**src/rtl/booth_multiplier32.sv**
```systemverilog
// booth_multiplier32
//   Sequential signed radix-2 Booth multiplier for the ALU datapath. It
//   performs one Booth iteration per clock. The full 2*WIDTH-bit product
//   is packed as {hi,lo}, which matches the divider's {remainder,quotient}
//   packing.
//
// Ports
//   clk           system clock; all state updates on the rising edge
//   reset         asynchronous, active-high; clears all state immediately
//   start         operation request, accepted only while busy is low
//   multiplicand  signed operand M, captured on the accepting edge
//   multiplier    signed operand Q, captured on the accepting edge
//   busy          high while iterations are in progress
//   done          one-cycle pulse when product becomes valid
//   product       signed {hi,lo} result, held until the next completion
//   overflow      present only when MUL_OVERFLOW_FLAG_EN is defined; set when
//                 the result does not fit in the signed lo half
//
// Optional feature macro: MUL_OVERFLOW_FLAG_EN
module booth_multiplier32 #(
    parameter int WIDTH = 32
) (
    input  logic               clk,
    input  logic               reset,
    input  logic               start,
    input  logic [WIDTH-1:0]   multiplicand,
    input  logic [WIDTH-1:0]   multiplier,
    output logic               busy,
    output logic               done,
`ifdef MUL_OVERFLOW_FLAG_EN
    output logic               overflow,
`endif
    output logic [2*WIDTH-1:0] product
);

    localparam int CW = $clog2(WIDTH + 1);
    localparam logic [CW-1:0] LAST_COUNT = CW'(WIDTH);

    typedef enum logic {
        IDLE = 1'b0,
        BUSY = 1'b1
    } state_t;

    state_t state;
    state_t next_state;

    // The accumulator is one bit wider than the operands, so negating
    // M = -2^(WIDTH-1) cannot overflow.
    logic [WIDTH:0]     m_reg;
    logic [WIDTH:0]     a_reg;
    logic [WIDTH-1:0]   q_reg;
    logic               q_1;
    logic [CW-1:0]      count;

    logic [WIDTH:0]     a_sum;
    logic [WIDTH:0]     a_next;
    logic [WIDTH-1:0]   q_next;
    logic [CW-1:0]      count_next;
    logic [2*WIDTH-1:0] product_next;
    logic               last_step;

    // One Booth step: add or subtract M according to the current bit pair,
    // then arithmetic-shift {A,Q,q_1} right by one bit.
    always_comb begin
        a_sum = a_reg;
        unique case ({q_reg[0], q_1})
            2'b01:   a_sum = a_reg + m_reg;
            2'b10:   a_sum = a_reg - m_reg;
            default: a_sum = a_reg;
        endcase
        a_next       = {a_sum[WIDTH], a_sum[WIDTH:1]};
        q_next       = {a_sum[0], q_reg[WIDTH-1:1]};
        count_next   = count + 1'b1;
        last_step    = (count_next == LAST_COUNT);
        product_next = {a_next[WIDTH-1:0], q_next};
    end

    // State register.
    always_ff @(posedge clk or posedge reset) begin
        if (reset) begin
            state <= IDLE;
        end else begin
            state <= next_state;
        end
    end

    // Next-state logic. A start request is honoured only from IDLE, so a
    // request made while busy is ignored.
    always_comb begin
        next_state = state;
        unique case (state)
            IDLE: if (start)     next_state = BUSY;
            BUSY: if (last_step) next_state = IDLE;
            default:             next_state = IDLE;
        endcase
    end

    assign busy = (state == BUSY);

    // Datapath registers. Operands are captured only on the accepting edge.
    // The product register changes only on the completion edge, so it never
    // shows partial values and holds through any following operation.
    always_ff @(posedge clk or posedge reset) begin
        if (reset) begin
            m_reg    <= '0;
            a_reg    <= '0;
            q_reg    <= '0;
            q_1      <= 1'b0;
            count    <= '0;
            done     <= 1'b0;
            product  <= '0;
`ifdef MUL_OVERFLOW_FLAG_EN
            overflow <= 1'b0;
`endif
        end else begin
            done <= 1'b0;
            unique case (state)
                IDLE: begin
                    if (start) begin
                        m_reg <= {multiplicand[WIDTH-1], multiplicand};
                        a_reg <= '0;
                        q_reg <= multiplier;
                        q_1   <= 1'b0;
                        count <= '0;
                    end
                end
                BUSY: begin
                    a_reg <= a_next;
                    q_reg <= q_next;
                    q_1   <= q_reg[0];
                    count <= count_next;
                    if (last_step) begin
                        product  <= product_next;
                        done     <= 1'b1;
`ifdef MUL_OVERFLOW_FLAG_EN
                        overflow <= (product_next[2*WIDTH-1:WIDTH] !=
                                     {WIDTH{product_next[WIDTH-1]}});
`endif
                    end
                end
                default: ;
            endcase
        end
    end

endmodule

```
**config.mk**
```make
export PLATFORM = sky130hd
export DESIGN_NAME = booth_multiplier32
export DESIGN_NICKNAME = d
export VERILOG_FILES = /design/src/rtl/booth_multiplier32.sv
export SDC_FILE = /design/constraint.sdc
export NUM_CORES = 1
export LEC_CHECK = 0
export CAP_MARGIN = 20
export CORE_MARGIN = 2
export CORE_UTILIZATION = 60
export CTS_CLUSTER_DIAMETER = 100
export CTS_CLUSTER_SIZE = 30
export DETAILED_ROUTE_END_ITERATION = 8
export PLACE_DENSITY = 0.91
export SYNTH_ARGS = -nofsm -noshare
export SYNTH_HDL_FRONTEND = slang
export SYNTH_SLANG_ARGS = --single-unit
```
**constraint.sdc**
```tcl
create_clock -name clk -period 11.8 [get_ports clk]
set_clock_uncertainty 0.1 [all_clocks]
set_input_delay 2.36 -clock clk [delete_from_list [all_inputs] [get_ports clk]]
set_output_delay 2.36 -clock clk [all_outputs]
set_load 0.05 [all_outputs]
```
======== Word level (Yosys, flattened, before mapping) ========
Cells that the tools add are included.
W data, S select, Z words.
storage, ports and cells
  flip-flop bits (word level) ............. 170
  logic and storage cells ................. 32
  output and inout port bits .............. 66
  input port bits ......................... 67
operators by class
  equal/unequal tests ..................... 4
  reductions and logical operators ........ 2
  bitwise gates (word level) .............. 1
  mux-type cells .......................... 14
  add/sub/neg operators ................... 3
operator list
  cell                   count
  $pmux W33 S2           2
  $pmux W32 S2           1
  $add A33 B33 Y33       1
  $mux W33               1
  $sub A33 B33 Y33       1
  $mux W32               1
  $pmux W6 S2            1
  $add A6 B1 Y6 const B  1
  $eq A6 B6 Y1 const B   1
  $mux W6                1
  $mux W1                5
  $pmux W1 S2            2
  $reduce_and A2 Y1      2
  $eq A2 B1 Y1 const B   1
  $eq A2 B2 Y1 const B   1
  $ne A2 B2 Y1 const B   1
  $not A1 Y1             1

======== Longest topological paths before layout ========
  depth in word-level cells ............... 4
  gate-level depth with buffers ........... 20
  mapped depth without buffers ............ 19

======== Worst setup path after synthesis ========
Ideal clock, no wire load.
  kind .................................... register -> register
  start point ............................. reg m_reg[2]
  end point ............................... reg product[63]
  path buffers ............................ 0
  stages on the path, launching flop included .. 20
  period minus slack after synthesis ...... 4.247 ns
  setup slack ............................. 7.553 ns
  data arrival time ....................... 4.022 ns
  data required time ...................... 11.575 ns
  library setup time ...................... 0.125 ns
  cell sequence ........................... dfrtp_1 > nor4_4 > nand2b_1 > nor2_1 > nand2_1 > nor2_1 > nand3b_1 > nor3b_1 > a21oi_1 > xnor2_1 > ha_1 > a21o_1 > a21o_1 > a21oi_1 > o221ai_1 > a31o_1 > a221oi_1 > xnor2_1 > o21ai_1 > mux2_4
between the ends
  cells in the longest elaborated chain, start to end .. 2
  elaborated cells on any way between the ends .. 3
  classes of those cells .................. add/sub (2); mux (1)
RTL lines
  item                                                         line    RTL
  from (decl)                                                  49      logic [WIDTH:0] m_reg;
  from (signal assigned)                                       120     m_reg <= {multiplicand[WIDTH-1], multiplicand};
  $sub A33 B33 Y33 / $add A33 B33 Y33 (equally long branches)  68, 67
  $pmux W33 S2 *                                               66      unique case ({q_reg[0], q_1})
  to (signal assigned)                                         133     product <= product_next;
  to (decl)                                                    33      output logic [2*WIDTH-1:0] product
Every way passes the cells marked *; elsewhere a longest branch is shown, timed or not.
A chain may end at the register's enable or synchronous reset.

======== Worst setup path after layout ========
Same ends and word-level chain as after synthesis.

==> impl_metrics.toml <==
[status]
status = "completed"

[die]
die_area_sq_mm = 0.01671
core-area_sq_mm = 0.01526
fp.dieW_um = 129.3
rows = 45
die_h_um = 129.3
io_pins = 133
start_util = 0.6170

[detailed_routing]
remaining_drc_errors = 0
ant_nets = 0
drt_pass1_iterations = 5
wl_um = 22310
vias = 7848
viasPerCell = 5.783
drtIter0Drc = 718
wl_per_cell_um = 16.44

[synth]
ys_warn_count = 0
synth.avg_cell_area_sq_um = 9.087
async_flop_share = 1.000
syn_nets = 1140
synth_edf_count = 0
synth.distinct_cells = 61
ys.flop_type = "dfrtp_1"
ys_seq_area_frac = 0.4492
synth_area_sq_mm = 0.009414
synth_cells = 1036
ys_ff_latch = 169

[final_layout]
largest_register_ffs = 64
area_growth_pct = 21.19
final_cells = 1357
antenna_cells = 0
final_nets = 1238
drive_gt1_frac = 0.08377
regMostFlops = "product"
fin_util = 0.7477
fill_cells = 1074

[clocking]
cts_resized = 0
clockBufferDepth = 2
cts_made_buffers = 17
h-tree-depth = 4
ctsHoldBuffers = 0
path_clk_slew_ns = 0.06
root_buffer = "clkbuf_16"
clock-sinks = 169
post-cts-setup-buffer-count = 0
worst_skew_pair.late_latency_ns = 0.43
cts_tree = "done"

[timing]
setup_tns_ns = 0
fin_crit_ns = 4.833
setup_ws_ns = 6.967
fin_crit_sh = 0.4096
rsz0062_at_grt = "false"
tightest_slew_ns = 1.047
relSlewSlack = 0.3008
fmaxAchievable_mhz = 206.9
finalSetupViolations = 0
finalHoldViolCount = 0
maxSlewViolCount = 0

[place]
portBuffers = 132
dpl.hpwl_um = 15330
place_ws_ns = 7.001
dp_cells = 1326
place_congestion = 0.9742

[worst_setup_path]
cp-start-kind = "register"
critPathMaxStageDelay_ns = 0.52
critical_path.max_fanout = 6
arrival_ns = 5.05
crit_type = "register to register"
worstPathRequired_ns = 12.02
cpLargestDelayFamily = "simple AND/OR/NAND/NOR gates"
critPathBufInv = 0
cp_slowest_cell = "nor3b_1"
worstSetupEndpointType = "register"
cp_cell_sequence = "nor4_4 -> nand2b_1 -> nor2_1 -> nand2_1 -> nor2_1 -> nand3b_1 -> nor3b_1 -> a21oi_1 -> xnor2_1 -> ha_1 -> a21o_1 -> a21o_1 -> a21oi_1 -> o221ai_1 -> a31o_1 -> a221oi_1 -> xnor2_1 -> o21ai_1 -> mux2_4"

[min_path]
hp-class = "register to register"

[run]
drv_cap = 0

[grt]
grt_usage = 0.2763
antenna_found_initial = 0
globalRouteOverflowTotal = 0
grt_pass1_wl_um = 36680
grt_max_degree = 98
grt_pass1_vias = 7504
==> synth_stat cells, drive strengths merged, types with 3 or more instances <==
| cell type | number | share of area |
|---|---|---|
| nand2 | 227 | 0.091 |
| dfrtp | 169 | 0.45 |
| o21ai | 98 | 0.052 |
| a21oi | 67 | 0.036 |
| nor2 | 64 | 0.026 |
| xnor2 | 50 | 0.047 |
| clkbuf | 48 | 0.019 |
| mux2 | 40 | 0.048 |
| mux2i | 39 | 0.041 |
| ha | 36 | 0.048 |
| a21o | 20 | 0.016 |
| inv | 20 | 0.0080 |
| nor3 | 16 | 0.0097 |
| nand3 | 15 | 0.0080 |
| buf | 12 | 0.0052 |
| and3 | 11 | 0.0073 |
| o31ai | 9 | 0.0072 |
| xor2 | 9 | 0.0084 |
| a31oi | 8 | 0.0053 |
| nand2b | 8 | 0.0053 |
| nor4 | 8 | 0.0085 |
| o22ai | 8 | 0.0053 |
| a211oi | 4 | 0.0037 |
| nand4 | 4 | 0.0033 |
| nor2b | 4 | 0.0027 |
| o21bai | 4 | 0.0032 |
| a21boi | 3 | 0.0024 |
| a31o | 3 | 0.0028 |
| o211ai | 3 | 0.0024 |
| o21a | 3 | 0.0024 |
| or3 | 3 | 0.0025 |
==> metal layers <==
metal  routed length (um)  global-route usage
met3                 1481             0.05863
met1                 9859              0.3808
met2                10660              0.4489
met5                    0                   0
met4                  308             0.07289
==> layout by cell type, fill, tap and decap left out, types with 4 or more instances in the layout <==
cell and count:
buf_4 7, inv_1 18, o21bai_1 4, o21ai_1 14
clkdlybuf4s50_1 131, nand2_1 227, mux2i_1 39, and3_1 11
a21oi_1 66, nand2b_1 8, xnor2_1 50, o22ai_1 8
a31oi_1 8, nor2b_1 4, dfrtp_1 168, ha_1 35
nor3_1 15, o31ai_1 9, clkbuf_16 17, xor2_1 9
o21ai_0 84, nand3_1 15, mux2_2 39, a21o_1 20
nor2_1 63, nor4_1 6, clkinvlp_4 4
==> kinds of logic after synthesis <==
logic type	count (synthesis)	synth area share
AND/OR/NAND/NOR	369	0.1724
AO/OA/AOI/OAI	243	0.1515
flip-flops	169	0.4492
buffers and inverters	80	0.03230
multiplexers	79	0.08971
XOR/XNOR	59	0.05489
adder cells (fa/ha/maj)	37	0.04997
==> final timing paths <==
kind	from	cells past startpoint	slack [ns]	end
worst max register to register	m_reg[2]$_DFFE_PP0P_	19	6.97	product[63]$_DFFE_PP0P_
worst min-delay path	product[11]$_DFFE_PP0P_	2	0.37	product[11]$_DFFE_PP0P_
min in group asynchronous	reset	2	2.38	product[0]$_DFFE_PP0P_
worst max-delay path	m_reg[2]$_DFFE_PP0P_	19	6.97	product[63]$_DFFE_PP0P_
max in group asynchronous	reset	3	7.74	busy$_DFF_PP0_
worst min register to register	product[11]$_DFFE_PP0P_	2	0.37	product[11]$_DFFE_PP0P_
==> through the flow <==
| step | instance area [sq um] | hold slack, ns |
|---|---|---|
| 3_5_place_dp | 10830 | 0.3613 |
| 4_1_cts | 11410 | 0.3770 |
| 5_1_grt | 11410 | 0.3877 |
| 6_report | 11410 | 0.3731 |
| 2_1_floorplan | 9414 | 0.3534 |
| 3_3_place_gp | 10830 | 0.3563 |
==> worst reg2reg max path: cells and delay by family, from the launching register on <==
family	cells	cell delay (ns)
muxes	1	0.28
DFF	1	0.47
and+or+nand+nor	7	1.63
xor gates and xnor gates	2	0.36
adders and majority gates	1	0.35
AOI/OAI and AO/OA	8	1.54
==> final cells by class <==
| type | count | area, sq um | area share |
|---|---|---|---|
| Multi-Input combinational cell | 787 | 4887 | 0.4284 |
| Timing Repair Buffer | 139 | 1369 | 0.1200 |
| Sequential cell | 169 | 4230 | 0.3708 |
| Tap cell | 211 | 264.0 | 0.02314 |
| Clock buffer | 21 | 460.4 | 0.04036 |
| Clock inverter | 10 | 117.6 | 0.01031 |
| Inverter | 20 | 80.08 | 0.007019 |
Power is not shown: default switching activity piles up to over one toggle a cycle in this logic, so the estimate is an artifact.
